$ cat src/rtl/pwm_pkg.sv
// pwm_pkg: shared width, reset constants and the {duty, top} configuration record
package pwm_pkg;
    localparam int PWM_WIDTH = 8;
    typedef struct packed {
        logic [PWM_WIDTH-1:0] duty;
        logic [PWM_WIDTH-1:0] top;
    } pwm_cfg_t;
    localparam logic [PWM_WIDTH-1:0] DUTY_RST = '0;
    localparam logic [PWM_WIDTH-1:0] TOP_RST  = '1;
    localparam pwm_cfg_t CFG_RST = '{duty: DUTY_RST, top: TOP_RST};
endpackage

$ cat src/rtl/pwm_shadow.sv
// pwm_shadow: shadow/active configuration pair, update-pending flag and update acknowledge
// Ports: ck/rst clock and sync reset; en_i run enable; wr_i write strobe with cfg_i;
//        apply_i period wrap; act_o active config; pend_o pending flag; upd_ack_o ack pulse
module pwm_shadow
    import pwm_pkg::*;
(
    input  logic     ck,
    input  logic     rst,
    input  logic     en_i,
    input  logic     wr_i,
    input  logic     apply_i,
    input  pwm_cfg_t cfg_i,
    output pwm_cfg_t act_o,
    output logic     pend_o,
    output logic     upd_ack_o
);
    pwm_cfg_t sh_q, sh_d, act_q, act_d;
    logic     pend_q, pend_d, ack_pre_q, ack_pre_d, ack_q;
    logic     do_apply;

    // The ack is delayed two edges so it lines up with the first output sample
    // produced from the new active values.
    always_comb begin
        do_apply  = apply_i && pend_q;
        sh_d      = wr_i ? cfg_i : sh_q;
        act_d     = (!en_i && wr_i) ? cfg_i : do_apply ? sh_q : act_q;
        pend_d    = en_i ? (wr_i || (pend_q && !apply_i)) : (pend_q && !wr_i);
        ack_pre_d = en_i ? do_apply : wr_i;
    end

    always_ff @(posedge ck) begin
        if (rst) begin
            sh_q      <= CFG_RST;
            act_q     <= CFG_RST;
            pend_q    <= 1'b0;
            ack_pre_q <= 1'b0;
            ack_q     <= 1'b0;
        end else begin
            sh_q      <= sh_d;
            act_q     <= act_d;
            pend_q    <= pend_d;
            ack_pre_q <= ack_pre_d;
            ack_q     <= ack_pre_q;
        end
    end

    assign act_o     = act_q;
    assign pend_o    = pend_q;
    assign upd_ack_o = ack_q;
endmodule

$ cat src/rtl/pwm_gen.sv
// pwm_gen: programmable-period PWM generator with shadowed duty/period updates
// Ports: ck/rst clock and sync reset; en run enable; duty_in/top_in/wr shadow write;
//        pwm_d registered PWM level; cyc_start period marker; upd_ack update ack; pend pending flag
module pwm_gen
    import pwm_pkg::*;
#(
    parameter int WIDTH = PWM_WIDTH
) (
    input  logic             ck,
    input  logic             rst,
    input  logic             en,
    input  logic [WIDTH-1:0] duty_in,
    input  logic [WIDTH-1:0] top_in,
    input  logic             wr,
    output logic             pwm_d,
    output logic             cyc_start,
    output logic             upd_ack,
    output logic             pend
);
    pwm_cfg_t         cfg_in, act;
    logic [WIDTH-1:0] cnt_q, cnt_d;
    logic             lvl_q, lvl_d, cyc_q, cyc_d, wrap;

    assign cfg_in = '{duty: duty_in, top: top_in};

    always_comb begin
        wrap  = en && (cnt_q == act.top);
        cnt_d = (!en || wrap) ? '0 : cnt_q + 1'b1;
        lvl_d = en && (cnt_q < act.duty);
        cyc_d = en && (cnt_q == '0);
    end

    always_ff @(posedge ck) begin
        if (rst) begin
            cnt_q <= '0;
            lvl_q <= 1'b0;
            cyc_q <= 1'b0;
        end else begin
            cnt_q <= cnt_d;
            lvl_q <= lvl_d;
            cyc_q <= cyc_d;
        end
    end

    pwm_shadow u_shadow (
        .ck        (ck),
        .rst       (rst),
        .en_i      (en),
        .wr_i      (wr),
        .apply_i   (wrap),
        .cfg_i     (cfg_in),
        .act_o     (act),
        .pend_o    (pend),
        .upd_ack_o (upd_ack)
    );

    assign pwm_d     = lvl_q;
    assign cyc_start = cyc_q;
endmodule

$ cat config.mk
export PLATFORM = sky130hd
export DESIGN_NAME = pwm_gen
export DESIGN_NICKNAME = d
export VERILOG_FILES = /design/src/rtl/pwm_pkg.sv /design/src/rtl/pwm_shadow.sv /design/src/rtl/pwm_gen.sv
export SDC_FILE = /design/constraint.sdc
export NUM_CORES = 1
export LEC_CHECK = 0
export ABC_AREA = 1
export BUFFER_PORTS_ARGS = -buffer_cell sky130_fd_sc_hd__buf_2
export CAP_MARGIN = 5
export CORE_ASPECT_RATIO = 0.9
export CORE_MARGIN = 2
export CORE_UTILIZATION = 35
export DETAILED_ROUTE_END_ITERATION = 8
export PLACE_DENSITY_LB_ADDON = 0.08
export SETUP_SLACK_MARGIN = 0.05
export SLEW_MARGIN = 30
export SYNTH_ARGS = -nofsm -noshare
export SYNTH_HDL_FRONTEND = slang
export SYNTH_SLANG_ARGS = --single-unit
export TNS_END_PERCENT = 100
$ cat constraint.sdc
create_clock -name ck -period 1.5 [get_ports ck]
set_input_delay 0.225 -clock ck [delete_from_list [all_inputs] [get_ports ck]]
set_output_delay 0.225 -clock ck [all_outputs]
set_load 0.05 [all_outputs]
==> impl_metrics.env <==
export IMPL_syn_cell_area_mm2=0.00221
export IMPL_gp_congestion=0.704
export IMPL_synth_largest_area_cell="sky130_fd_sc_hd__dfxtp_1"
export IMPL_critPathLaunchType="flop"
export IMPL_grt_start_max_net_pins=29
export IMPL_timing_final_crit_share=0.946
export IMPL_post_synth_cell_area_avg_um2=7.40
export IMPL_antenna_violations_before_repair=0
export IMPL_final_hold_viol_count=0
export IMPL_max_clock_path_buffers=2
export IMPL_synth_cell_types=22
export IMPL_worstSetupPathType="reg -> reg"
export IMPL_total_power_after_layout_mw=2.80
export IMPL_max_vdd_ir_drop_mv=0.450
export IMPL_die_h_um=79.3
export IMPL_placed_cells=417
export IMPL_timing_fmax_ghz=0.705
export IMPL_die_width_um=87.7
export IMPL_drive_above_1_share=0.362
export IMPL_postSynthRegisterBits=45
export IMPL_finish_cell_count_without_fillers=430
export IMPL_rows=27
export IMPL_run_status="finished clean"
export IMPL_timing_critical_path_fanout_max=8
export IMPL_period_minus_slack_ns=1.42
export IMPL_worst_pin_slew_ns=0.286
export IMPL_clock_root_buffer="sky130_fd_sc_hd__clkbuf_8"
export IMPL_synth_top_area_share=0.408
export IMPL_clock_skew_final_ns=0.00440
export IMPL_post_drt_antenna_nets=0
export IMPL_initial_core_utilization=0.361
export IMPL_cp_end_kind="flop"
export IMPL_cts_num_sinks=45
export IMPL_routed_wirelength_mm=5.07
export IMPL_drt_pass1_iter_count=4
export IMPL_cts_buffers_inserted=5
export IMPL_htree_num_levels=2
export IMPL_fin_worst_hold_slack_ns=0.128
export IMPL_ys_warn_count=0
export IMPL_sequential_cell_area_um2=923
export IMPL_routed_wire_length_per_instance_um=11.8
export IMPL_final_fill_count=630
export IMPL_finalSetupViolCount=0
export IMPL_portBuffers=23
export IMPL_fp_coreArea_mm2=0.00611
export IMPL_hpwl_mm=3.67
export IMPL_boundaryPins=24
export IMPL_slew_headroom=0.809
export IMPL_first_iter_violations=51
export IMPL_worst_endpoint_required_ns=1.70
export IMPL_powerDensity_mw_per_mm2=980
export IMPL_synth_cells=298
export IMPL_grt_pass1_vias=1841
export IMPL_ys_top_cells_by_area="sky130_fd_sc_hd__dfxtp_1, sky130_fd_sc_hd__nand2_1, sky130_fd_sc_hd__nand3_1"
export IMPL_rsz0062_at_grt="yes"
export IMPL_drv_cap=0
export IMPL_seq_area_frac_synth=0.408
export IMPL_routed_via_count=1992
export IMPL_viasPerCell=4.63
export IMPL_synthesis_nets=327
export IMPL_slew_viol_final=0
export IMPL_setup_tns_ns=0
export IMPL_antenna_diode_count=0
export IMPL_critPathArrivalTime_ns=1.62
export IMPL_cts_reportedPaths_clkPinSlew_ns=0.09
export IMPL_insertion_delay_ns=0.30
export IMPL_hold_path_class="in -> reg"
export IMPL_detailed_place_area_mm2=0.00254
export IMPL_grt_overflow=0
export IMPL_drcViolationCount=0
export IMPL_num_nets_final=371
export IMPL_area_growth_synth_to_final_pct=29.4
export IMPL_grtUsageTotal=0.157
export IMPL_global_route_wire_length_before_repair_mm=8.38
export IMPL_cellLeakagePower_nw=1.37
export IMPL_cts_tree="built"
export IMPL_ctsHoldBuffers=0
export IMPL_total_area_of_multi_input_combinational_cells_mm2=0.00121
export IMPL_dieArea_mm2=0.00695
export IMPL_final_design_area_no_fill_mm2=0.00286
[logic make-up (layout without fill, tap and decap cells)]
logic type	after synthesis	in the layout	synth area share
AOI/OAI and AO/OA	28	28	0.0635
xor gates and xnor gates	3	3	0.0119
adders and majority gates	9	9	0.0511
buffers and inverters	45	90	0.0879
DFF	45	45	0.408
muxes	15	15	0.0766
and+or+nand+nor	153	153	0.301
[synth_stat cells]
master / number
sky130_fd_sc_hd__a21oi_1: 16
sky130_fd_sc_hd__buf_2: 5
sky130_fd_sc_hd__buf_6: 2
sky130_fd_sc_hd__clkbuf_1: 4
sky130_fd_sc_hd__clkbuf_4: 1
sky130_fd_sc_hd__dfxtp_1: 45
sky130_fd_sc_hd__ha_1: 9
sky130_fd_sc_hd__inv_1: 32
sky130_fd_sc_hd__inv_2: 1
sky130_fd_sc_hd__mux2_2: 15
sky130_fd_sc_hd__nand2_1: 71
sky130_fd_sc_hd__nand3_1: 35
sky130_fd_sc_hd__nand3_2: 3
sky130_fd_sc_hd__nand3_4: 1
sky130_fd_sc_hd__nand4_1: 2
sky130_fd_sc_hd__nor2_1: 37
sky130_fd_sc_hd__nor2_2: 1
sky130_fd_sc_hd__nor3_1: 2
sky130_fd_sc_hd__nor4_1: 1
sky130_fd_sc_hd__o21ai_0: 11
sky130_fd_sc_hd__o21ai_1: 1
sky130_fd_sc_hd__xor2_1: 3
[routing by layer]
layer	GRT usage	share of wire	vias up
met4	0.0508	0.013	0
met1	0.198	0.50	917
li1	-	-	1047
met5	0	0	-
met3	0.0353	0.026	7
met2	0.261	0.46	21
[cell usage in the layout, fill, tap and decap left out, types with 2 or more instances in the layout]
cell type,synthesis,layout
sky130_fd_sc_hd__nand3_4,1,2
sky130_fd_sc_hd__inv_1,32,24
sky130_fd_sc_hd__nor3_1,2,2
sky130_fd_sc_hd__dfxtp_2,0,15
sky130_fd_sc_hd__nand3_2,3,7
sky130_fd_sc_hd__xor2_1,3,3
sky130_fd_sc_hd__nand2_2,0,6
sky130_fd_sc_hd__dfxtp_1,45,29
sky130_fd_sc_hd__mux2_2,15,15
sky130_fd_sc_hd__buf_4,0,23
sky130_fd_sc_hd__a21oi_1,16,7
sky130_fd_sc_hd__ha_1,9,8
sky130_fd_sc_hd__nand4_1,2,2
sky130_fd_sc_hd__o21ai_1,1,2
sky130_fd_sc_hd__buf_12,0,2
sky130_fd_sc_hd__buf_2,5,23
sky130_fd_sc_hd__nor2_1,37,36
sky130_fd_sc_hd__o21ai_0,11,10
sky130_fd_sc_hd__clkbuf_8,0,5
sky130_fd_sc_hd__nand2_1,71,65
sky130_fd_sc_hd__inv_2,1,9
sky130_fd_sc_hd__a21oi_2,0,9
sky130_fd_sc_hd__nand3_1,35,30
sky130_fd_sc_hd__bufinv_16,0,2
[what timing repair did]
action                                  CTS  global route
cloned                                    0             1
setup buffers                             2             3
pin swaps                                 3            10
gates resized for setup                   7            43
endpoints found under the setup margin   16            17
[per-stage QoR]
stage,utilization,worst slack [ns]
after floorplan,-,0.0571
after global placement,0.416,0.0519
after detailed placement,0.416,0.0144
after CTS,0.442,0.0182
after global routing,0.467,-0.0516
final,0.467,0.0807
[state kept, by name, indices dropped and copies added (netlist names)]
| register | count |
|---|---|
| cnt_q | 8 |
| u_shadow.sh_q | 16 |
| cyc_start | 1 |
| u_shadow.pend_o | 1 |
| u_shadow.ack_pre_q | 1 |
| u_shadow.act_o | 16 |
| u_shadow.upd_ack_o | 1 |
| pwm_d | 1 |
[power by group]
group,internal [mW],leakage [nW],switching [mW]
clock network,0.662,0.0681,0.442
logic,0.172,0.926,0.221
registers,1.27,0.373,0.0348
[layout make-up]
class                   count  area share
multi-input cells         208       0.425
clock inverters             3      0.0228
inverters                  33      0.0434
well taps                  87      0.0381
repair buffers             49       0.124
flip-flops and latches     45       0.323
clock buffers               5      0.0241
[worst max-delay path, stage by stage, from the launching register on]
cell                        delay (ns)
sky130_fd_sc_hd__dfxtp_2          0.35
sky130_fd_sc_hd__inv_2            0.04
sky130_fd_sc_hd__nand2_1          0.05
sky130_fd_sc_hd__nand2_1          0.06
sky130_fd_sc_hd__nor2_1           0.10
sky130_fd_sc_hd__nand2_1          0.10
sky130_fd_sc_hd__nor2_4           0.14
sky130_fd_sc_hd__nand3_4          0.13
sky130_fd_sc_hd__clkbuf_16        0.19
sky130_fd_sc_hd__a21oi_2          0.11
sky130_fd_sc_hd__nor2_1           0.05
[worst paths after layout]
| check | start | to | depth (start not counted) | slack, ns |
|---|---|---|---|---|
| hold reg to reg | u_shadow.ack_pre_q$_SDFF_PP0_ | u_shadow.upd_ack_o$_SDFF_PP0_ | 2 | 0.42 |
| setup / recovery | cnt_q[7]$_SDFF_PP0_ | u_shadow.act_o[13]$_SDFFE_PP0P_ | 10 | 0.08 |
| setup reg to reg | cnt_q[7]$_SDFF_PP0_ | u_shadow.act_o[13]$_SDFFE_PP0P_ | 10 | 0.08 |
| hold / removal | rst | u_shadow.upd_ack_o$_SDFF_PP0_ | 2 | 0.13 |
Power figures use the tool's default switching activity.
